`src/rtl/mem_arbiter.sv`:
```
// Shares the single main-memory port between I-cache refills and D-cache refills/writebacks.
// Fixed-length word bursts, one owner at a time, round-robin on simultaneous requests.
module mem_arbiter #(
    parameter int ADDR_W     = 32,
    parameter int DATA_W     = 32,
    parameter int LINE_WORDS = 4
) (
    input  logic              clk,
    input  logic              rst_n,
    input  logic              i_req,
    input  logic [ADDR_W-1:0] i_addr,
    output logic [DATA_W-1:0] i_rdata,
    output logic              i_rvalid,
    output logic              i_done,
    input  logic              d_req,
    input  logic              d_we,
    input  logic [ADDR_W-1:0] d_addr,
    input  logic [DATA_W-1:0] d_wdata,
    output logic              d_wready,
    output logic [DATA_W-1:0] d_rdata,
    output logic              d_rvalid,
    output logic              d_done,
    output logic              mem_req,
    output logic              mem_we,
    output logic [ADDR_W-1:0] mem_addr,
    output logic [DATA_W-1:0] mem_wdata,
    input  logic              mem_ack,
    input  logic [DATA_W-1:0] mem_rdata,
    output logic              cache_stall
);

    localparam int BEAT_W = $clog2(LINE_WORDS);
    localparam int OFF    = BEAT_W + 2;

    typedef enum logic [1:0] {IDLE, GNT_I, GNT_D, DONE} state_t;
    typedef enum logic {OWN_I = 1'b0, OWN_D = 1'b1} own_t;

    state_t            state_q, state_d;
    logic [BEAT_W-1:0] beat_q, beat_d;
    own_t              last_gnt_q, last_gnt_d;
    own_t              owner_q, owner_d;

    always_ff @(posedge clk or negedge rst_n) begin
        if (!rst_n) begin
            state_q    <= IDLE;
            beat_q     <= '0;
            last_gnt_q <= OWN_I;
            owner_q    <= OWN_I;
        end else begin
            state_q    <= state_d;
            beat_q     <= beat_d;
            last_gnt_q <= last_gnt_d;
            owner_q    <= owner_d;
        end
    end

    always_comb begin
        state_d    = state_q;
        beat_d     = beat_q;
        last_gnt_d = last_gnt_q;
        owner_d    = owner_q;
        case (state_q)
            IDLE: begin
                if (i_req || d_req) begin
                    // On a tie the requester that did not win last time gets the port
                    if (i_req && d_req) owner_d = (last_gnt_q == OWN_I) ? OWN_D : OWN_I;
                    else                owner_d = d_req ? OWN_D : OWN_I;
                    last_gnt_d = owner_d;
                    beat_d     = '0;
                    state_d    = (owner_d == OWN_D) ? GNT_D : GNT_I;
                end
            end
            GNT_I, GNT_D: begin
                if (mem_ack) begin
                    beat_d = beat_q + 1'b1;
                    if (beat_q == BEAT_W'(LINE_WORDS - 1)) state_d = DONE;
                end
            end
            DONE:    state_d = IDLE;
            default: state_d = IDLE;
        endcase
    end

    always_comb begin
        mem_req   = 1'b0;
        mem_we    = 1'b0;
        mem_addr  = '0;
        mem_wdata = '0;
        i_rvalid  = 1'b0;
        d_rvalid  = 1'b0;
        d_wready  = 1'b0;
        i_done    = 1'b0;
        d_done    = 1'b0;
        case (state_q)
            GNT_I: begin
                mem_req  = 1'b1;
                mem_addr = {i_addr[ADDR_W-1:OFF], beat_q, 2'b00};
                i_rvalid = mem_ack;
            end
            GNT_D: begin
                mem_req   = 1'b1;
                mem_we    = d_we;
                mem_addr  = {d_addr[ADDR_W-1:OFF], beat_q, 2'b00};
                mem_wdata = d_we ? d_wdata : '0;
                d_rvalid  = mem_ack & ~d_we;
                d_wready  = mem_ack & d_we;
            end
            DONE: begin
                i_done = (owner_q == OWN_I);
                d_done = (owner_q == OWN_D);
            end
            default: ;
        endcase
    end

    assign i_rdata = mem_rdata;
    assign d_rdata = mem_rdata;

    // Stall is forced low while reset is held so the pipeline is never frozen by a reset
    assign cache_stall = rst_n & ((state_q == GNT_I) || (state_q == GNT_D) ||
                                  ((state_q == IDLE) && (i_req || d_req)));

endmodule

```
`config.mk`:
```
export PLATFORM = sky130hd
export DESIGN_NAME = mem_arbiter
export DESIGN_NICKNAME = d
export VERILOG_FILES = /design/src/rtl/mem_arbiter.sv
export SDC_FILE = /design/constraint.sdc
export NUM_CORES = 1
export LEC_CHECK = 0
export ABC_AREA = 1
export BUFFER_PORTS_ARGS = -buffer_cell sky130_fd_sc_hd__buf_2
export CAP_MARGIN = 20
export CORE_AREA = 8 8 99 101
export CTS_CLUSTER_DIAMETER = 120
export DETAILED_ROUTE_END_ITERATION = 12
export DIE_AREA = 0 0 107 109
export PLACE_DENSITY = 0.58
export REMOVE_ABC_BUFFERS = 1
export SETUP_SLACK_MARGIN = 0.15
export SKIP_CTS_REPAIR_TIMING = 1
export SLEW_MARGIN = 10
export SYNTH_ARGS = -nofsm -noshare
export SYNTH_HDL_FRONTEND = slang
export SYNTH_SLANG_ARGS = --single-unit
```
`constraint.sdc`:
```
create_clock -name clk -period 1.5 [get_ports clk]
set_input_delay 0.15 -clock clk [delete_from_list [all_inputs] [get_ports clk]]
set_output_delay 0.15 -clock clk [all_outputs]
set_load 0.03 [all_outputs]
```
# --- Word level (Yosys, flattened, before mapping) ---
# Cells that the tools add are included.
totals:
  register_bits: 5
  elab_cells: 50
  in_bits: 134
op_classes:
  bitwise_logic: 5
  n_addsub: 1
  mux: 23
  n_eq_ne: 7
  n_reduce_logical: 11
ops:
  columns: ["op", "count"]
  rows:
  - ["two-way mux 32 bit", 2]
  - ["case mux 32 bit (2 select lines)", 1]
  - ["two-way mux 1 bit", 12]
  - ["two-way mux 2 bit", 6]
  - ["equality test 2 bit (second input constant)", 3]
  - ["inequality test 2 x 1 -> 1 bit (second input constant)", 3]
  - ["case mux 2 bit (3 select lines)", 1]
  - ["AND reduction 3 bit", 2]
  - ["case mux 2 bit (2 select lines)", 1]
  - ["AND 1 bit", 3]
  - ["logical OR 1 bit", 3]
  - ["adder 2 x 1 -> 2 bit (second input constant)", 1]
  - ["equality test 2 x 1 -> 1 bit (second input constant)", 1]
  - ["logical AND 1 bit", 2]
  - ["zero test 2 bit", 1]
  - ["inverter 1 bit", 2]
  - ["AND reduction 2 bit", 1]
  - ["nonzero test 2 bit", 1]
  - ["OR reduction 2 bit", 1]

# --- Logic depth before layout (Yosys ltp) ---
# Gate-level depths: netlist of the first run.
logic_depth:
  ltp_word: 7
  ltp_mapped: 8

# --- Least setup slack after synthesis of the first run ---
# OpenSTA, ideal clock, no wires.
synth_path:
  path_type: "reg-to-output"
  from: "register state_q[0]"
  to: "output mem_addr[10]"
  arrival_ns: 1.726
  path_stages_with_launch: 6
  required_time_ns: 1.350
  path_slack_ns: -0.376
  path_cell_list: "dfrtp_1 inv_1 ha_1 inv_2 buf_2 a21oi_1"
synth_between:
  elab_chain_len: 2
synth_rtl:
  columns: ["item", "line", "text"]
  rows:
  - ["start: declaration", "38", "state_t state_q, state_d;"]
  - ["start signal: assignment", "50", "state_q <= state_d;"]
  - ["equality test 2 bit or equality test 2 x 1 -> 1 bit (tied branches)", "94", "case (state_q)"]
  - ["case mux 32 bit (2 select lines) (*)", "94", null]
  - ["end: declaration", "25", "output logic [ADDR_W-1:0] mem_addr,"]
# Every way passes the cells marked *; elsewhere a longest branch is shown, timed or not.

# --- Worst setup path in the final report of the first run ---
layout_path:
  from: "register state_q[1]"
  to: "output mem_addr[20]"
# Same word-level chain as after synthesis.

==> flow_summary_export.csv, run 1 <==
group,metric,value,unit
timing,setup_ws,-0.177,ns
detailed_routing,drc,0,
die,fp-row-count,34,
synthesis,synth_top_cell_by_area,"buf_4",
detailed_routing,vias_per_cell,4.40,
layout,drive_gt1_share,59.9,%
synthesis,syn_avg_cell_area,5.39,sq um
global_route,grt_pass1_vias,2100,
placed_design,gp_congestion,0.864,
worst_setup_path,startpoint_type,"flop",
global_route,grt_pass1_wl,13.8,mm
clock_tree,clk_path_buf_depth,2,
worst_setup_path,cp-startpoint,"state_q[1]$_DFFE_PN0P_",
clock_tree,cts_sinks,5,
worst_setup_path,slowest_stage,"dfrtp_1",
clock_tree,numCtsBuffers,3,
global_route,grtUsageTotal,16.0,%
synthesis,synth_cell_type_count,18,
worst_setup_path,cp_cell_sequence,"buf_4, ha_4, buf_12, nand2_1, a21oi_2, buf_6",
run,maxCapViolCount,0,
placed_design,port_buffers,163,
layout,syn2layout_area_growth,85.8,%
pwr,ir_drop,1.70,mV
global_route,antenna_found_initial,0,
detailed_routing,first_pass_iters,4,
synthesis,yosys_warnings,0,
pwr,p_leak,1.62,nW
die,die_h,109,um
detailed_routing,ant_nets,0,
worst_setup_path,reg2reg_from,"state_q[1]$_DFFE_PN0P_",
timing,max_clock_freq,596,MHz
synthesis,async_reset_ff_share,100,%
worst_hold_path,hold_class,"in2async",
clock_tree,cts.clk_slew.worst_paths,0.04,ns
synthesis,yosysMostFrequentCell,"nand2_1",
detailed_routing,route.vias.total,2252,
synthesis,netlist_instances,293,
placed_design,dpl.hpwl,9.22,mm
layout,nFillCells,894,
status,status,"complete, but fails checks",
placed_design,placed_area,0.00208,sq mm
timing,hold_ws,0.283,ns
timing,min_period_over_period,112,%
synthesis,yosys.area.top_type_share,31.4,%
die,start_util,18.9,%
die,coreArea,0.00838,sq mm
clock_tree,clk_latency,0.23,ns
global_route,grt_max_degree,31,
status,violations,"setup timing",
timing,finalSetupViolCount,67,
timing,hold_viol,0,
worst_setup_path,arrival,1.53,ns
synthesis,synth_edf_count,0,
detailed_routing,wl,11.6,mm
worst_setup_path,crit_buf_inv,3,
worst_setup_path,worstPathMaxFanout,15,
layout,nNetsFinal,544,
timing,drv_slew,0,
synthesis,synth_area,0.00158,sq mm
die,num_io_pins,270,
pwr,power.density,2210,mW/mm^2
layout,final_area,0.00294,sq mm
layout,fin_cells,512,
clock_tree,root_buffer,"clkbuf_8",
timing,min_period,1.68,ns
layout,fin_util,35.0,%
worst_setup_path,critPathTopFamily,"buffers and inverters",
timing,skew,0.00558,ns
placed_design,dpl_worst_slack,-0.0699,ns
global_route,grt-ovfl-total,0,
worst_setup_path,critPathCaptureType,"output port",
clock_tree,tritoncts,"built",
detailed_routing,drtIter0Drc,110,
worst_setup_path,cpPeakStageDelay,0.38,ns
clock_tree,htreeDepth,1,
worst_setup_path,critPathKind,"reg2out",
synthesis,synth_area_leaders,"buf_4, nand2_1, inv_1, a21oi_1, nor2_1",
synthesis,synth-seq-area-share,7.92,%
synthesis,yosys_register_bits,5,
layout,diodes,0,
detailed_routing,wl_per_cell,22.7,um
die,dieArea,0.0117,sq mm
timing,rsz0062_at_grt,"yes",
worst_setup_path,cp_data_required_time,1.35,ns
die,die_w,107,um
synthesis,synthTopCellsByCount,"nand2_1, buf_4, inv_1, nor2_1, a21oi_1",
placed_design,numPlacedInstances,496,
synthesis,synthFlopType,"dfrtp_1",
-- routing by layer --
metal	track usage [%]	up-vias	wire length, um	part of all wire (%)
met5	5.88	-	80	0.69
met4	1.91	3	111	0.96
met3	12.2	10	1770	15
met2	25.1	179	5360	46
met1	16.8	1039	4290	37
li1	-	1021	-	-
-- worst paths after layout --
check / to / slack [ns] / depth (start not counted)
min in group clk: owner_q$_DFFE_PN0P_ / 0.29 / 5
max: mem_addr[20] / -0.18 / 6
min reg2reg: beat_q[1]$_DFFE_PN0P_ / 0.51 / 2
max in group asynchronous: beat_q[0]$_DFFE_PN0P_ / 1.06 / 2
max reg2reg: state_q[1]$_DFFE_PN0P_ / 0.11 / 8
min: owner_q$_DFFE_PN0P_ / 0.28 / 2
-- metrics by stage --
stage | setup TNS (ns) | total power [mW]
4_1_cts | -14.16 | 4.21
5_1_grt | -11.66 | 6.82
2_1_floorplan | -45.93 | 2.57
3_3_place_gp | -0.0249 | 3.90
6_report | -8.43 | 6.48
3_5_place_dp | -0.138 | 3.94
-- flip-flops by register name, indices dropped and copies added, names as in the netlist --
signal	flops
owner_q	1
beat_q	2
state_q	2
-- cells in the final DEF, fill, tap and decap left out, types with 4 or more instances in the layout --
cell,count
buf_12,4
buf_2,96
nand2_1,71
a21oi_2,25
nor2_2,7
a21oi_4,5
buf_4,33
clkbuf_16,4
nor2_1,27
buf_6,45
dfrtp_1,5
nor2_4,5
inv_1,46
-- cell type report --
cell class | instances | area, sq um | area share (%)
Clock buffer | 4 | 45.0 | 1.53
Multi-Input combinational cell | 162 | 1000 | 34.0
Inverter | 49 | 191 | 6.52
Timing Repair Buffer | 184 | 1440 | 49.0
Tap cell | 108 | 135 | 4.60
Sequential cell | 5 | 125 | 4.26
-- kinds of logic (layout without fill, tap and decap cells) --
| kind of cell | count (synthesis) | after routing | share of synthesized area [%] |
|---|---|---|---|
| AO/OA/AOI/OAI | 35 | 35 | 11.4 |
| adder cells (fa/ha/maj) | 5 | 5 | 3.96 |
| buffers and inverters | 127 | 237 | 47.2 |
| flip-flops | 5 | 5 | 7.92 |
| other | 1 | 2 | 0.237 |
| AND/OR/NAND/NOR | 120 | 120 | 29.3 |
-- where the power goes --
group          internal [mW]  switching (mW)  total [mW]
Sequential             0.202          0.0600       0.262
Combinational           2.58            3.38        5.96
Clock                  0.183          0.0749       0.258
Note: power is estimated with default switching activity, not from simulation.
==> inputs of run 2 (changes only) <==
- SLEW_MARGIN: 10 -> 20
- TNS_END_PERCENT: not set -> 10
==> flow_summary_export.csv, run 2 (synthesis results as in run 1) <==
group,metric,value,unit
status,status,"complete, but fails checks",
status,violations,"setup timing",
detailed_routing,wl,11.4,mm
worst_setup_path,worstPathMaxFanout,15,
placed_design,numPlacedInstances,496,
clock_tree,cts_sinks,5,
worst_setup_path,arrival,1.53,ns
detailed_routing,routed.top_layer,"met5",
timing,min_period_over_period,112,%
global_route,grt_pass1_vias,2100,
pwr,power_frac_clock,4.3,%
layout,syn2layout_area_growth,77.4,%
pwr,p_sw_share,55.5,%
die,dieArea,0.0117,sq mm
worst_setup_path,critPathCaptureType,"output port",
global_route,grt-ovfl-total,0,
detailed_routing,drtIter0Drc,138,
detailed_routing,wl_met2,5.19,mm
clock_tree,clk_path_buf_depth,2,
pwr,power,5.98,mW
detailed_routing,wl_met3,1.72,mm
clock_tree,numCtsBuffers,3,
layout,final_common_cell,"buf_2",
die,start_util,18.9,%
layout,nNetsFinal,542,
worst_setup_path,cp_data_required_time,1.35,ns
global_route,grtUsageTotal,16.0,%
die,coreArea,0.00838,sq mm
placed_design,gp_congestion,0.864,
pwr,p_int,2.66,mW
global_route,antenna_found_initial,0,
detailed_routing,ant_nets,0,
die,num_io_pins,270,
clock_tree,cts.clk_slew.worst_paths,0.04,ns
layout,drive_gt1_share,58.7,%
clock_tree,tritoncts,"built",
die,die_h,109,um
clock_tree,htreeDepth,1,
global_route,grt_max_degree,31,
pwr,pwr-share-comb,91.4,%
timing,hold_viol,0,
placed_design,dpl.hpwl,9.22,mm
pwr,power_frac_seq,4.4,%
timing,max_clock_freq,597,MHz
placed_design,port_buffers,163,
timing,finalSetupViolCount,69,
layout,diodes,0,
worst_hold_path,hold_class,"in2reg",
timing,min_period,1.68,ns
detailed_routing,route.vias.total,2213,
pwr,ir_drop,1.48,mV
layout,most-common-layout-cells,"buf_2, nand2_1, inv_1, buf_6, buf_4",
layout,fin_util,33.5,%
worst_setup_path,critPathKind,"reg2out",
layout,largestRegisters,"beat_q x2, state_q x2, owner_q x1",
pwr,power.density,2130,mW/mm^2
global_route,grt_pass1_wl,13.8,mm
detailed_routing,first_pass_iters,4,
timing,skew,0.00385,ns
worst_setup_path,startpoint_type,"flop",
die,die_w,107,um
pwr,power_switching,3.32,mW
clock_tree,root_buffer,"clkbuf_8",
clock_tree,clk_latency,0.22,ns
timing,drv_slew,0,
timing,rsz0062_at_grt,"yes",
detailed_routing,wl_met1,4.27,mm
run,maxCapViolCount,0,
detailed_routing,wl_per_cell,22.3,um
detailed_routing,vias_per_cell,4.34,
die,fp-row-count,34,
detailed_routing,drc,0,
layout,fin_cells,510,
timing,setup_ws,-0.175,ns
pwr,p_leak,1.58,nW
==> run 2: cell count changes in the layout (fill, tap and decap cells not counted), sizes merged <==
cell	previous run	this run
buf	179	178
clkbuf	8	7
==> run 2: cell type report <==
class	count	area [sq um]
fill	911	5580
timing repair buffer	182	1380
multi-input combinational	162	935
inverter	49	189
tap	108	135
sequential	5	125
clock buffer	4	45.0
==> run 2: stage by stage <==
step / instance area [sq um] / TNS (ns) / hold WS, ns / worst slack [ns]
6_report: 2800 / -7.92 / 0.294 / -0.175
5_1_grt: 2800 / -11.54 / 0.300 / -0.206
4_1_cts: 2120 / -14.16 / -0.254 / -0.316
3_5_place_dp: 2080 / -0.138 / -0.0206 / -0.0699
3_3_place_gp: 2080 / -0.0249 / -0.0213 / -0.0169
2_1_floorplan: 1020 / -45.93 / -0.146 / -0.976
==> run 2: power groups by stage <==
stage                     Clock (mW)  Sequential (mW)  Combinational, mW
after detailed placement           0            0.261               3.68
after floorplan                    0            0.251               2.32
after global placement             0            0.259               3.64
after CTS                      0.259            0.262               3.69
final                          0.255            0.261               5.46
after global routing           0.267            0.269               5.79
==> run 2: final timing paths <==
check                           slack (ns)  cells after the start                     end                    from
worst max-delay path                 -0.18                      6            mem_addr[20]  state_q[1]$_DFFE_PN0P_
worst min-delay path                  0.29                      4     owner_q$_DFFE_PN0P_                   i_req
worst max register to register        0.10                      8  state_q[1]$_DFFE_PN0P_  state_q[1]$_DFFE_PN0P_
worst min register to register        0.50                      2   beat_q[1]$_DFFE_PN0P_   beat_q[1]$_DFFE_PN0P_
max in group asynchronous             0.97                      2   beat_q[0]$_DFFE_PN0P_                   rst_n
min in group asynchronous             0.32                      2     owner_q$_DFFE_PN0P_                   rst_n
==> run 2: per-layer routing <==
metal,GRT usage (%),vias to the layer above
met2,25.1,168
li1,-,1016
met4,1.91,3
met1,16.8,1016
met5,5.88,-
met3,12.2,10
==> run 2: critical path: stages, from the launching register on <==
cell	delay (ns)
dfrtp_1	0.38
buf_4	0.15
ha_4	0.18
buf_12	0.16
nand2_1	0.11
a21oi_2	0.16
buf_6	0.15
